### src/rtl/mult_arbiter_pkg.sv
// Shared definitions for the multiplier arbiter: FSM encoding, data widths and a width helper.
package mult_arb_pkg;

  localparam int OP_W   = 8;
  localparam int PROD_W = 16;

  localparam logic [1:0] IDLE  = 2'd0;
  localparam logic [1:0] ISSUE = 2'd1;
  localparam logic [1:0] WAIT  = 2'd2;
  localparam logic [1:0] RESP  = 2'd3;

  typedef logic [1:0] state_t;

  function automatic int clog2(input int value);
    int r;
    r = 0;
    for (int i = 0; i < 31; i++) begin
      if ((1 << i) < value) r = i + 1;
    end
    return r;
  endfunction

endpackage

### src/rtl/mult_arbiter_if.sv
// Requester and multiplier signals around the arbiter; slave is the arbiter's view,
// master is the view of the requesters and multiplier that surround it.
interface mult_arbiter_if #(
  parameter int NUM_REQ = 4
);

  logic [NUM_REQ-1:0]                    req;
  logic [mult_arb_pkg::OP_W*NUM_REQ-1:0] a_flat;
  logic [mult_arb_pkg::OP_W*NUM_REQ-1:0] b_flat;
  logic [NUM_REQ-1:0]                    gnt;
  logic [NUM_REQ-1:0]                    rsp_valid;
  logic [mult_arb_pkg::PROD_W-1:0]       rsp_data;
  logic                                  rsp_err;
  logic                                  busy;
  logic                                  mul_start;
  logic [mult_arb_pkg::OP_W-1:0]         mul_in1;
  logic [mult_arb_pkg::OP_W-1:0]         mul_in2;
  logic [mult_arb_pkg::PROD_W-1:0]       mul_out;
  logic                                  mul_done;

  modport slave (
    input  req, a_flat, b_flat, mul_out, mul_done,
    output gnt, rsp_valid, rsp_data, rsp_err, busy, mul_start, mul_in1, mul_in2
  );

  modport master (
    output req, a_flat, b_flat, mul_out, mul_done,
    input  gnt, rsp_valid, rsp_data, rsp_err, busy, mul_start, mul_in1, mul_in2
  );

endinterface

### src/rtl/mult_arbiter_rr_pick.sv
// Round-robin picker: first set request at or after rr_ptr, wrapping past NUM_REQ-1.
module mult_rr_pick #(
  parameter int NUM_REQ = 4,
  parameter int IDX_W   = 2
) (
  input  logic [NUM_REQ-1:0] req,
  input  logic [IDX_W-1:0]   rr_ptr,
  output logic               valid,
  output logic [IDX_W-1:0]   idx
);

  int               pos;
  logic [IDX_W-1:0] pos_idx;

  // Scan from the farthest offset down so the nearest set bit is the last to write idx.
  always_comb begin
    valid   = |req;
    idx     = '0;
    pos     = 0;
    pos_idx = '0;
    for (int k = NUM_REQ - 1; k >= 0; k--) begin
      pos = int'(rr_ptr) + k;
      if (pos >= NUM_REQ) pos = pos - NUM_REQ;
      pos_idx = IDX_W'(pos);
      if (req[pos_idx]) idx = pos_idx;
    end
  end

endmodule

### src/rtl/mult_arbiter.sv
// Shares one 8x8 multiplier among NUM_REQ requesters with round-robin grant.
// Optional WAIT-state timeout is enabled by defining MULT_ARB_TIMEOUT_EN.
module mult_arbiter
  import mult_arb_pkg::*;
#(
  parameter int NUM_REQ = 4,
  parameter int TIMEOUT = 32
) (
  input  logic           clk,
  input  logic           reset_n,
  mult_arbiter_if.slave  bus
);

  // state | meaning
  // IDLE  | no job; pick a requester and capture its operands
  // ISSUE | pulse mul_start for one cycle
  // WAIT  | operands held while the multiplier runs
  // RESP  | one-cycle rsp_valid to the granted requester

  localparam int IDX_W = (clog2(NUM_REQ) < 1) ? 1 : clog2(NUM_REQ);

  state_t            state_q, state_d;
  logic [IDX_W-1:0]  idx_q, idx_d;
  logic [IDX_W-1:0]  rr_ptr_q, rr_ptr_d;
  logic [OP_W-1:0]   in1_q, in1_d;
  logic [OP_W-1:0]   in2_q, in2_d;
  logic [PROD_W-1:0] rsp_data_q, rsp_data_d;
  logic              pick_valid;
  logic [IDX_W-1:0]  pick_idx;

`ifdef MULT_ARB_TIMEOUT_EN
  localparam int TMR_W = (clog2(TIMEOUT) < 1) ? 1 : clog2(TIMEOUT);
  logic [TMR_W-1:0] tmr_q, tmr_d;
  logic             err_q, err_d;
`endif

  mult_rr_pick #(
    .NUM_REQ (NUM_REQ),
    .IDX_W   (IDX_W)
  ) u_pick (
    .req    (bus.req),
    .rr_ptr (rr_ptr_q),
    .valid  (pick_valid),
    .idx    (pick_idx)
  );

  always_comb begin
    state_d    = state_q;
    idx_d      = idx_q;
    rr_ptr_d   = rr_ptr_q;
    in1_d      = in1_q;
    in2_d      = in2_q;
    rsp_data_d = rsp_data_q;
`ifdef MULT_ARB_TIMEOUT_EN
    tmr_d      = tmr_q;
    err_d      = err_q;
`endif
    case (state_q)
      IDLE: begin
        if (pick_valid) begin
          idx_d    = pick_idx;
          in1_d    = bus.a_flat[OP_W*int'(pick_idx) +: OP_W];
          in2_d    = bus.b_flat[OP_W*int'(pick_idx) +: OP_W];
          rr_ptr_d = (int'(pick_idx) == NUM_REQ - 1) ? '0 : pick_idx + 1'b1;
          state_d  = ISSUE;
        end
      end
      ISSUE: begin
        state_d = WAIT;
`ifdef MULT_ARB_TIMEOUT_EN
        // Terminal count at zero gives exactly TIMEOUT cycles in WAIT.
        tmr_d   = TMR_W'(TIMEOUT - 1);
        err_d   = 1'b0;
`endif
      end
      WAIT: begin
        if (bus.mul_done) begin
          rsp_data_d = bus.mul_out;
          state_d    = RESP;
        end
`ifdef MULT_ARB_TIMEOUT_EN
        else if (tmr_q == '0) begin
          rsp_data_d = '0;
          err_d      = 1'b1;
          state_d    = RESP;
        end else begin
          tmr_d = tmr_q - 1'b1;
        end
`endif
      end
      RESP:    state_d = IDLE;
      default: state_d = IDLE;
    endcase
  end

  always_ff @(posedge clk or negedge reset_n) begin
    if (!reset_n) begin
      state_q    <= IDLE;
      idx_q      <= '0;
      rr_ptr_q   <= '0;
      in1_q      <= '0;
      in2_q      <= '0;
      rsp_data_q <= '0;
    end else begin
      state_q    <= state_d;
      idx_q      <= idx_d;
      rr_ptr_q   <= rr_ptr_d;
      in1_q      <= in1_d;
      in2_q      <= in2_d;
      rsp_data_q <= rsp_data_d;
    end
  end

`ifdef MULT_ARB_TIMEOUT_EN
  always_ff @(posedge clk or negedge reset_n) begin
    if (!reset_n) begin
      tmr_q <= '0;
      err_q <= 1'b0;
    end else begin
      tmr_q <= tmr_d;
      err_q <= err_d;
    end
  end

  assign bus.rsp_err = err_q & (state_q == RESP);
`else
  assign bus.rsp_err = 1'b0;
`endif

  always_comb begin
    bus.gnt       = '0;
    bus.rsp_valid = '0;
    if (state_q != IDLE) bus.gnt[idx_q]       = 1'b1;
    if (state_q == RESP) bus.rsp_valid[idx_q] = 1'b1;
  end

  assign bus.busy      = (state_q != IDLE);
  assign bus.mul_start = (state_q == ISSUE);
  assign bus.mul_in1   = in1_q;
  assign bus.mul_in2   = in2_q;
  assign bus.rsp_data  = rsp_data_q;

endmodule

### src/flat_wrapper.sv
// flat-port wrapper written by rule: the top's interface ports become plain ports
module mult_arbiter_flat import mult_arb_pkg::*;
#(
  parameter int NUM_REQ = 4,
  parameter int TIMEOUT = 32
)
  (clk, reset_n, bus_req, bus_a_flat, bus_b_flat, bus_mul_out, bus_mul_done, bus_gnt, bus_rsp_valid, bus_rsp_data, bus_rsp_err, bus_busy, bus_mul_start, bus_mul_in1, bus_mul_in2);
  mult_arbiter_if #(.NUM_REQ(NUM_REQ)) bus_i ();
  input  logic clk;
  input  logic reset_n;
  input wire logic [$bits(bus_i.req)-1:0] bus_req;
  input wire logic [$bits(bus_i.a_flat)-1:0] bus_a_flat;
  input wire logic [$bits(bus_i.b_flat)-1:0] bus_b_flat;
  input wire logic [$bits(bus_i.mul_out)-1:0] bus_mul_out;
  input wire logic [$bits(bus_i.mul_done)-1:0] bus_mul_done;
  output wire logic [$bits(bus_i.gnt)-1:0] bus_gnt;
  output wire logic [$bits(bus_i.rsp_valid)-1:0] bus_rsp_valid;
  output wire logic [$bits(bus_i.rsp_data)-1:0] bus_rsp_data;
  output wire logic [$bits(bus_i.rsp_err)-1:0] bus_rsp_err;
  output wire logic [$bits(bus_i.busy)-1:0] bus_busy;
  output wire logic [$bits(bus_i.mul_start)-1:0] bus_mul_start;
  output wire logic [$bits(bus_i.mul_in1)-1:0] bus_mul_in1;
  output wire logic [$bits(bus_i.mul_in2)-1:0] bus_mul_in2;
  assign bus_i.req = bus_req;
  assign bus_i.a_flat = bus_a_flat;
  assign bus_i.b_flat = bus_b_flat;
  assign bus_i.mul_out = bus_mul_out;
  assign bus_i.mul_done = bus_mul_done;
  assign bus_gnt = bus_i.gnt;
  assign bus_rsp_valid = bus_i.rsp_valid;
  assign bus_rsp_data = bus_i.rsp_data;
  assign bus_rsp_err = bus_i.rsp_err;
  assign bus_busy = bus_i.busy;
  assign bus_mul_start = bus_i.mul_start;
  assign bus_mul_in1 = bus_i.mul_in1;
  assign bus_mul_in2 = bus_i.mul_in2;
  mult_arbiter #(.NUM_REQ(NUM_REQ), .TIMEOUT(TIMEOUT)) u_core (.clk(clk), .reset_n(reset_n), .bus(bus_i));
endmodule
### config.mk
export PLATFORM = sky130hd
export DESIGN_NAME = mult_arbiter_flat
export DESIGN_NICKNAME = d
export VERILOG_FILES = /design/src/rtl/mult_arbiter_pkg.sv /design/src/rtl/mult_arbiter_if.sv /design/src/rtl/mult_arbiter_rr_pick.sv /design/src/rtl/mult_arbiter.sv /design/src/flat_wrapper.sv
export SDC_FILE = /design/constraint.sdc
export NUM_CORES = 1
export LEC_CHECK = 0
export ABC_AREA = 1
export CORE_UTILIZATION = 41
export DETAILED_ROUTE_END_ITERATION = 16
export MAX_ROUTING_LAYER = met4
export PLACE_DENSITY = 0.82
export SYNTH_ARGS = -nofsm -noshare
export SYNTH_HDL_FRONTEND = slang
export SYNTH_SLANG_ARGS = --single-unit
export TNS_END_PERCENT = 1
### constraint.sdc
create_clock -name clk -period 4.01 [get_ports clk]
set_clock_uncertainty 0.2 [all_clocks]
set_input_delay 1.203 -clock clk [delete_from_list [all_inputs] [get_ports clk]]
set_output_delay 1.203 -clock clk [all_outputs]
set_load 0.05 [all_outputs]
==> metrics.md, run 1 <==
| Metric | Value |
|---|---|
| Post_cts resized | 0 |
| Post-CTS Setup Inserts | 0 |
| Pre-CTS setup slack | 0.568 ns |
| Routability Congestion | 0.883 |
| Power per cell area | 961 mW/mm² |
| Post-synth top cells | nand2_1 (87), nand3_1 (87), dfrtp_1 (38) |
| Synth area leader | dfrtp_1 |
| DP HPWL | ~5200 µm |
| Hold path start | u_core.bus.mul_in2[4]$_DFFE_PN0P_ |
| Row count | 26 |
| Area Overhead vs Synth | 59.7% |
| Reg2Reg Launch Point | u_core.rr_ptr_q[0]$_DFFE_PN0P_ |
| Final core occ | between 60% and 70% |
| Share of the yosys chip area belonging to registers | 41.8% |
| Setup slack after layout | 0.441 ns |
| CTS tree | done |
| Simple-gate area share of the yosys netlist | 38.4% |
| Compound-Gate Fraction of Synth Area | 2.09% |
| EDFF count, synth | 0 |
| Depth of the CTS H-tree | 2 |
| Total gr overflow | 0 |
| I/O Buffers | 128 |
| Clk sinks | 38 |
| R2R depth | 11 |
| Slew @ Worst Pin | between 0.8 and 0.9 ns |
| # DRC | 0 |
| ANT cells | 0 |
| Worst Setup Start Kind | flip-flop |
| Clk root buf | clkbuf_8 |
| Core area | 0.00524 mm² |
| Xor and xnor area share after synthesis | 0% |
| CP Cell Sequence | inv_1, ha_1, nor3_1, clkdlybuf4s50_1 |
| Crit-path max cell delay | 0.86 ns |
| Worst Path Buf+Inv | 2 |
| CP Capture Type | primary output |
| # IOs | 130 |
| Initial drt markers | 150 |
| Mux share of post-synthesis cell area | 7.91% |
| Slowest CP cell | clkdlybuf4s50_1 |
| Largest family of logic cells by synthesized area | simple AND/OR/NAND/NOR gates |
| Adder-cell share of the synthesized area | 2.20% |
| Design Power | 0.00349 W |
| R2R Setup Slk | 1.69 ns |
| Synth unique cells | 25 |
| Reg clk slew, reported paths | 0.08 ns |
| Drt total wl | 7000 µm |
| DR pass1 iterations | 5 |
| Yosys Warn Count | 0 |
| Syn Nets | 386 |
| FMAX | 0.280 GHz |
| Unrepaired setup endpoints after global routing | no |
| NumNets Final | roughly 510 |
| Fill count | 445 |
| Initial antenna violation count | 0 |
| Hold depth | 2 |
| Max-slew violations | 0 |
| # Max-Cap Violations | 0 |
| Ys async rst share | 100% |
| CP Max Fanout | 6 |
| Largest net degree at the start of global routing | 39 |
| Reg2Reg Capture Point | u_core.bus.mul_in1[3]$_DFFE_PN0P_ |
| Ys flop type | dfrtp_1 |
| Required @ worst endpoint | between 2 and 3 ns |
| Outcome | complete, no violations |
| Hold EP | u_core.bus.mul_in2[4]$_DFFE_PN0P_ |
| Hold buffer count at CTS | 0 |
| Final hold vios | 0 |
| Setup_tns | 0 ns |
| VDD IR max | 0.494 mV |
| Final Cycle Share | 89.0% |
| Normalized max-slew margin | 44.4% |
| Fin crit period | about 3.6 ns |
| Antenna-violating nets left | 0 |
| Effective utilization at floorplan | 43.5% |
| Synth top area cells | dfrtp_1 (42%), nand3_1 (19%), nand2_1 (14%) |
| Vias post-DR | 2532 |
| Mean area per synthesized cell | between 7 and 8 µm² |
| First-pass GRT wire length | 11300 µm |
| Hold slack | 0.283 ns |
| Crit Path Category | flip-flop to primary output |
| Vias/cell | between 5 and 6 |
| Clock tree buffer depth | 2 |
| Wire per inst | about 14 µm |
| CTS Buf Count | 5 |
| Pleak | about 1.7 nW |
| Full die area | 0.00586 mm² |
| Share of cells above drive strength 1 | 8.89% |
| Critical path data arrival time | 2.17 ns |
| Die W | between 70 and 80 µm |
| Post-Synthesis Cell Area | between 0.002 and 0.0025 mm² |
| Cells after Synth | 295 |
| Vias in the first global route | 2358 |
| HP Class | flip-flop to flip-flop |
| Die height | 76.5 µm |
| CP delay by family, top | buffers and inverters |
| Synth top area share | 41.8% |
| Yosys reg bits | 38 |
| Final setup fails | 0 |
| GRT Util Overall | 25.0% |
| Clk_lat worst skew | about 0.28 ns |
[worst reg2reg max path, delay by kind of cell, from the launching register on]
kind                   cells  cell delay [ns]
buffers and inverters      2             0.45
DFF                        1             0.54
and+or+nand+nor            9             1.03
[stage by stage]
step | cells | instance area (µm²)
5_1_grt | 486 | 3640
4_1_cts | 486 | 3640
2_1_floorplan | 295 | 2280
3_3_place_gp | 479 | 3560
6_report | 486 | 3640
3_5_place_dp | 479 | 3560
[kinds of logic (layout without fill, tap and decap cells)]
kind of cell / after synthesis / count (layout)
simple gates: 194 / 194
flops: 38 / 38
buf+inv: 34 / 155
mux: 16 / 16
compound gates: 8 / 8
fa+ha+maj: 4 / 4
other cells: 1 / 1
[cell type report]
class / instances / area (µm²) / area share, %
well taps: 70 / 87.6 / 2.41
repair buffers: 131 / 1300 / 35.7
clock inverters: 2 / 10.0 / 0.275
multi-input cells: 223 / 1160 / 31.8
flip-flops and latches: 38 / 951 / 26.2
clock buffers: 5 / 68.8 / 1.89
inverters: 17 / 63.8 / 1.75
[cells in the final DEF (no fill, tap or decap)]
master / count
a21oi_1: 1
a22oi_1: 1
a31oi_1: 1
buf_2: 1
buf_4: 3
clkbuf_8: 5
clkdlybuf4s50_1: 127
clkinv_2: 2
conb_1: 1
dfrtp_1: 38
ha_1: 4
inv_1: 13
inv_2: 4
mux2_2: 16
nand2_1: 87
nand2_2: 2
nand2_4: 1
nand3_1: 87
nand3_2: 2
nor2_1: 6
nor2_2: 1
nor3_1: 8
o21a_1: 1
o21ai_0: 2
o21ai_1: 1
o22ai_1: 1
[power breakdown]
part           switching, W  internal [W]  total, W
Clock              0.000136      0.000117  0.000252
Combinational       0.00167      0.000856   0.00253
Sequential         0.000130      0.000582  0.000713
Total               0.00194       0.00156   0.00349
[worst max-delay path by stage]
stage | from | end | slack, ns | cells past startpoint
6_report | u_core.state_q[0]$_DFFE_PN0P_ | bus_gnt[3] | 0.44 | 4
5_1_grt | u_core.state_q[0]$_DFFE_PN0P_ | bus_gnt[3] | 0.38 | 4
4_1_cts | u_core.state_q[0]$_DFFE_PN0P_ | bus_gnt[3] | 0.45 | 4
3_5_place_dp | bus_req[3] | u_core.rr_ptr_q[1]$_DFFE_PN0P_ | 0.57 | 10
3_3_place_gp | bus_req[3] | u_core.rr_ptr_q[1]$_DFFE_PN0P_ | 0.61 | 10
2_1_floorplan | u_core.state_q[0]$_DFFE_PN0P_ | bus_gnt[3] | 0.83 | 3
[state kept, by name, summed over array words and instances, names as in the netlist]
signal	count
u_core.bus.mul_in1	8
u_core.bus.mul_in2	8
u_core.bus.rsp_data	16
u_core.idx_q	2
u_core.rr_ptr_q	2
u_core.state_q	2
[per-layer routing]
metal	track usage, %	vias to the layer above	wire length [µm]
li1	-	1219	-
met3	5.15	15	529
met2	41.0	142	3390
met1	30.7	1156	2920
met4	8.27	0	165
met5	-	-	0
No activity file was read; power rests on OpenSTA's default activity.
==> run 2: changes to the inputs <==
- CORE_MARGIN: not set -> 3
- SLEW_MARGIN: not set -> 30
==> run 2 against run 1 <==
Against the previous run:
- combinational power hardly changed
- sequential share of layout area is 0.42 points lower
- first-iteration DRC count is 15% higher
- critical path depth stayed put
- global-route usage is 2.6 points lower
- setup slack better by 0.084 ns
- non-clock buffer count stayed put
- critical endpoint unchanged
- die area is 11% higher
- count of clock-buffer cells in the layout stayed put
==> metrics.md, run 2 (synthesis results as in run 1) <==
| Metric | Value |
|---|---|
| Outcome | complete, no violations |
| Crit Path Category | flip-flop to primary output |
| Depth of the CTS H-tree | 2 |
| Wire per inst | 14.3 µm |
| Final hold vios | 0 |
| Hold depth | 2 |
| Drt total wl | about 7000 µm |
| Final core occ | 70.5% |
| Post-Place Cells | 479 |
| Reg2Reg Launch Point | u_core.rr_ptr_q[0]$_DFFE_PN0P_ |
| # Max-Cap Violations | 0 |
| Vias in the first global route | approximately 2400 |
| Post-CTS Setup Inserts | 0 |
| Largest register FFs | 16 |
| Layout Cells excl Fill | about 490 |
| Post_cts resized | 0 |
| Slew @ Worst Pin | 0.833 ns |
| Clk root buf | clkbuf_8 |
| DP HPWL | 5250 µm |
| # IOs | 130 |
| Core area | 0.00524 mm² |
| Die height | 80.5 µm |
| Power per cell area | 979 mW/mm² |
| CTS Buf Count | 5 |
| Final setup fails | 0 |
| Pleak | 1.68 nW |
| Clk_lat worst skew | 0.29 ns |
| Share of cells above drive strength 1 | 9.11% |
| Normalized max-slew margin | 44.5% |
| Row count | 26 |
| Largest net degree at the start of global routing | 39 |
| R2R depth | 11 |
| Hold buffer count at CTS | 0 |
| Total gr overflow | 0 |
| Most common cell after layout, fill and taps aside | clkdlybuf4s50_1 |
| FMAX | 0.287 GHz |
| CP Max Fanout | 6 |
| GRT Util Overall | about 22% |
| Fin crit period | 3.49 ns |
| Most frequent cells in the layout | clkdlybuf4s50_1 (127), nand2_1 (87), nand3_1 (87), dfrtp_1 (38), mux2_2 (16) |
| Initial drt markers | 172 |
| Antenna-violating nets left | 0 |
| DR pass1 iterations | 4 |
| Vias post-DR | about 2500 |
| CTS tree | done |
| Effective utilization at floorplan | a little over two fifths |
| NumNets Final | 507 |
| HP Class | flip-flop to flip-flop |
| CP Capture Type | primary output |
| Initial antenna violation count | 0 |
| Worst Setup Start Kind | flip-flop |
| Clk sinks | 38 |
| ANT cells | 0 |
| R2R Setup Slk | about 1.7 ns |
| I/O Buffers | 128 |
| Area Overhead vs Synth | 62.3% |
| Max-slew violations | 0 |
| Reg2Reg Capture Point | u_core.rr_ptr_q[1]$_DFFE_PN0P_ |
| Unrepaired setup endpoints after global routing | no |
| VDD IR max | 0.414 mV |
| First-pass GRT wire length | ~11000 µm |
| Clock tree buffer depth | 2 |
| Hold path start | u_core.bus.mul_in1[6]$_DFFE_PN0P_ |
| Reg clk slew, reported paths | 0.08 ns |
| Critical path data arrival time | about 2.1 ns |
| Final Cycle Share | ~87% |
| Die W | 80.5 µm |
| Routability Congestion | 0.938 |
| Setup_tns | 0 ns |
| Required @ worst endpoint | around 2.6 ns |
| # DRC | 0 |
| Vias/cell | 5.11 |
| Hold EP | u_core.bus.mul_in1[6]$_DFFE_PN0P_ |
| Full die area | 0.00648 mm² |
## run 2: changes by cell type in the layout (fill, tap and decap cells not counted)
| cell | change |
|---|---|
| bufinv_16 | +2 |
| clkinv_2 | -2 |
| clkinv_4 | +1 |
## run 2: worst max path at each step
stage	cells past startpoint	to	startpoint	slack, ns
2_1_floorplan	3	bus_gnt[3]	u_core.state_q[0]$_DFFE_PN0P_	0.83
4_1_cts	4	bus_gnt[3]	u_core.state_q[0]$_DFFE_PN0P_	0.52
3_5_place_dp	12	u_core.rr_ptr_q[1]$_DFFE_PN0P_	bus_req[1]	0.60
6_report	4	bus_gnt[3]	u_core.state_q[0]$_DFFE_PN0P_	0.52
5_1_grt	4	bus_gnt[2]	u_core.state_q[0]$_DFFE_PN0P_	0.41
3_3_place_gp	12	u_core.rr_ptr_q[1]$_DFFE_PN0P_	bus_req[1]	0.65
## run 2: final cells by class
type / count / area [µm²]
inverters: 17 / 63.8
well taps: 70 / 87.6
clock inverters: 3 / 68.8
clock buffers: 5 / 68.8
flip-flops and latches: 38 / 951
fillers: 439 / 1540
repair buffers: 131 / 1300
multi-input cells: 223 / 1160
## run 2: where the power goes
group / switching, W / internal (W) / total (W)
logic: 0.00165 / 0.000857 / 0.00251
registers: 0.000127 / 0.000582 / 0.000709
clock network: 0.000147 / 0.000249 / 0.000396
total: 0.00193 / 0.00169 / 0.00362
## run 2: worst max-delay path: stages, from the launching register on
cell and delay (ns):
dfrtp_1 0.38, inv_1 0.08, ha_1 0.28, nor3_1 0.21, clkdlybuf4s50_1 0.83
## run 2: through the flow
| step | cell area, µm² | power (W) | hold slack [ns] | setup WS (ns) |
|---|---|---|---|---|
| finish | 3690 | 0.00362 | 0.290 | 0.525 |
| CTS | 3690 | 0.00363 | 0.289 | 0.521 |
| global placement | 3560 | 0.00318 | 0.262 | 0.650 |
| detailed placement | 3560 | 0.00323 | 0.268 | 0.595 |
| floorplan | 2280 | 0.00258 | 0.357 | 0.833 |
| global route | 3690 | 0.00389 | 0.307 | 0.414 |
## run 2: layer usage
layer | global-route usage, % | wire length (µm) | vias to the layer above
li1 | - | - | 1226
met1 | 27.5 | 2790 | 1121
met2 | 35.1 | 3270 | 125
met3 | 6.39 | 719 | 16
met4 | 8.11 | 177 | 0
met5 | - | 0 | -
==> run 3: changes to the inputs <==
- MAX_ROUTING_LAYER: met4 -> not set
==> run 3 against run 2 <==
Against the previous run:
- power increased by 0.13%
- die area unchanged
- clock power about the same
- global-route usage decreased by 0.46 points
- non-clock buffer count unchanged
- critical path type unchanged
- largest power group unchanged
- highest routed layer unchanged
==> metrics.md, run 3 (synthesis results as in run 1) <==
| Metric | Value |
|---|---|
| Total gr overflow | 0 |
| Post_cts resized | 0 |
| Outcome | complete, no violations |
| DR pass1 iterations | 4 |
| Critical path data arrival time | roughly 2.1 ns |
| Clk root buf | clkbuf_8 |
| Post-CTS Setup Inserts | 0 |
| # DRC | 0 |
| Setup_tns | 0 ns |
| Depth of the CTS H-tree | 2 |
| CTS Buf Count | 5 |
| Effective utilization at floorplan | about 43% |
| Reg clk slew, reported paths | approximately 0.080 ns |
| Die height | 80.5 µm |
| Full die area | 0.00648 mm² |
| Area Overhead vs Synth | 62.3% |
| Vias/cell | 5.07 |
| Final hold vios | 0 |
| Unrepaired setup endpoints after global routing | no |
| Reg2Reg Launch Point | u_core.rr_ptr_q[0]$_DFFE_PN0P_ |
| Vias in the first global route | 2341 |
| Final Cycle Share | 87.0% |
| Power per cell area | 980 mW/mm² |
| CP Capture Type | primary output |
| Most frequent cells in the layout | clkdlybuf4s50_1 (127), nand2_1 (87), nand3_1 (87), dfrtp_1 (38), mux2_2 (16) |
| Clk sinks | 38 |
| Hold path start | u_core.bus.mul_in2[5]$_DFFE_PN0P_ |
| Vias post-DR | approximately 2500 |
| Hold depth | 2 |
| Clock tree buffer depth | 2 |
| Required @ worst endpoint | 2.61 ns |
| Clk_lat worst skew | ~0.29 ns |
| # Max-Cap Violations | 0 |
| Initial antenna violation count | 0 |
| Largest register FFs | 16 |
| R2R Setup Slk | ~1.7 ns |
| R2R depth | 11 |
| Wire per inst | 14.3 µm |
| First-pass GRT wire length | 11100 µm |
| Row count | 26 |
| Reg2Reg Capture Point | u_core.rr_ptr_q[1]$_DFFE_PN0P_ |
| ANT cells | 0 |
| Worst Setup Start Kind | flip-flop |
| NumNets Final | between 500 and 600 |
| Slew @ Worst Pin | 0.849 ns |
| GRT Util Overall | a little over a fifth |
| Hold EP | u_core.bus.mul_in2[5]$_DFFE_PN0P_ |
| Crit Path Category | flip-flop to primary output |
| FMAX | 0.287 GHz |
| Drt total wl | 6960 µm |
| # IOs | 130 |
| Share of cells above drive strength 1 | just over 9% |
| Design Power | ~0.0036 W |
| Fin crit period | approximately 3.5 ns |
| I/O Buffers | approximately 130 |
| Pleak | 1.68 nW |
| Core area | roughly 0.0052 mm² |
| Die W | approximately 81 µm |
| HP Class | flip-flop to flip-flop |
| Antenna-violating nets left | 0 |
| CP Max Fanout | 6 |
| Max-slew violations | 0 |
| Hold buffer count at CTS | 0 |
| Most common cell after layout, fill and taps aside | clkdlybuf4s50_1 |
| Initial drt markers | between 150 and 200 |
| Normalized max-slew margin | between 40 and 50% |
| VDD IR max | 0.416 mV |
| DP HPWL | 5250 µm |
| Routability Congestion | roughly 0.92 |
| CTS tree | done |
| Final setup fails | 0 |
| Largest net degree at the start of global routing | 39 |
run 3: worst max path at each step:
stage / from / end / slack [ns] / cells after the start
finish: u_core.state_q[0]$_DFFE_PN0P_ / bus_gnt[3] / 0.52 / 4
global route: u_core.state_q[0]$_DFFE_PN0P_ / bus_gnt[2] / 0.41 / 4
CTS: u_core.state_q[0]$_DFFE_PN0P_ / bus_gnt[3] / 0.52 / 4
detailed placement: bus_req[1] / u_core.rr_ptr_q[1]$_DFFE_PN0P_ / 0.60 / 12
global placement: bus_req[1] / u_core.rr_ptr_q[1]$_DFFE_PN0P_ / 0.65 / 12
floorplan: u_core.state_q[0]$_DFFE_PN0P_ / bus_gnt[3] / 0.83 / 3
run 3: through the flow:
step           hold WS (ns)  instances  worst slack, ns  util (%)  area (µm²)
2_1_floorplan         0.357        295            0.833         -        2280
3_3_place_gp          0.262        479            0.650      67.9        3560
3_5_place_dp          0.268        479            0.595      67.9        3560
4_1_cts               0.289        487            0.521      70.5        3690
5_1_grt               0.307        487            0.411      70.5        3690
6_report              0.288        487            0.523      70.5        3690
run 3: area by class of cell:
class                      instances  area, µm²
fill                             439       1540
timing repair buffer             131       1300
multi-input combinational        223       1160
sequential                        38        951
tap                               70       87.6
clock buffer                       5       68.8
clock inverter                     3       68.8
inverter                          17       63.8
run 3: power by group:
group / switching, W / leakage, nW / total (W) / internal [W]
clock network: 0.000149 / 0.0683 / 0.000398 / 0.000249
logic: 0.00166 / 1.16 / 0.00251 / 0.000857
registers: 0.000127 / 0.458 / 0.000709 / 0.000582
total: 0.00193 / 1.68 / 0.00362 / 0.00169
run 3: critical path, cell delays in order (launching register included):
cell	delay [ns]
dfrtp_1	0.38
inv_1	0.08
ha_1	0.28
nor3_1	0.21
clkdlybuf4s50_1	0.83
run 3: metal layers:
layer / routed length (µm) / part of all wire [%] / global-route usage, % / vias up
met5: 0 / 0 / 0 / -
met4: 178 / 2.6 / 8.11 / 0
met3: 794 / 11 / 7.74 / 16
met2: 3200 / 46 / 34.6 / 132
met1: 2780 / 40 / 27.4 / 1096
li1: - / - / - / 1224
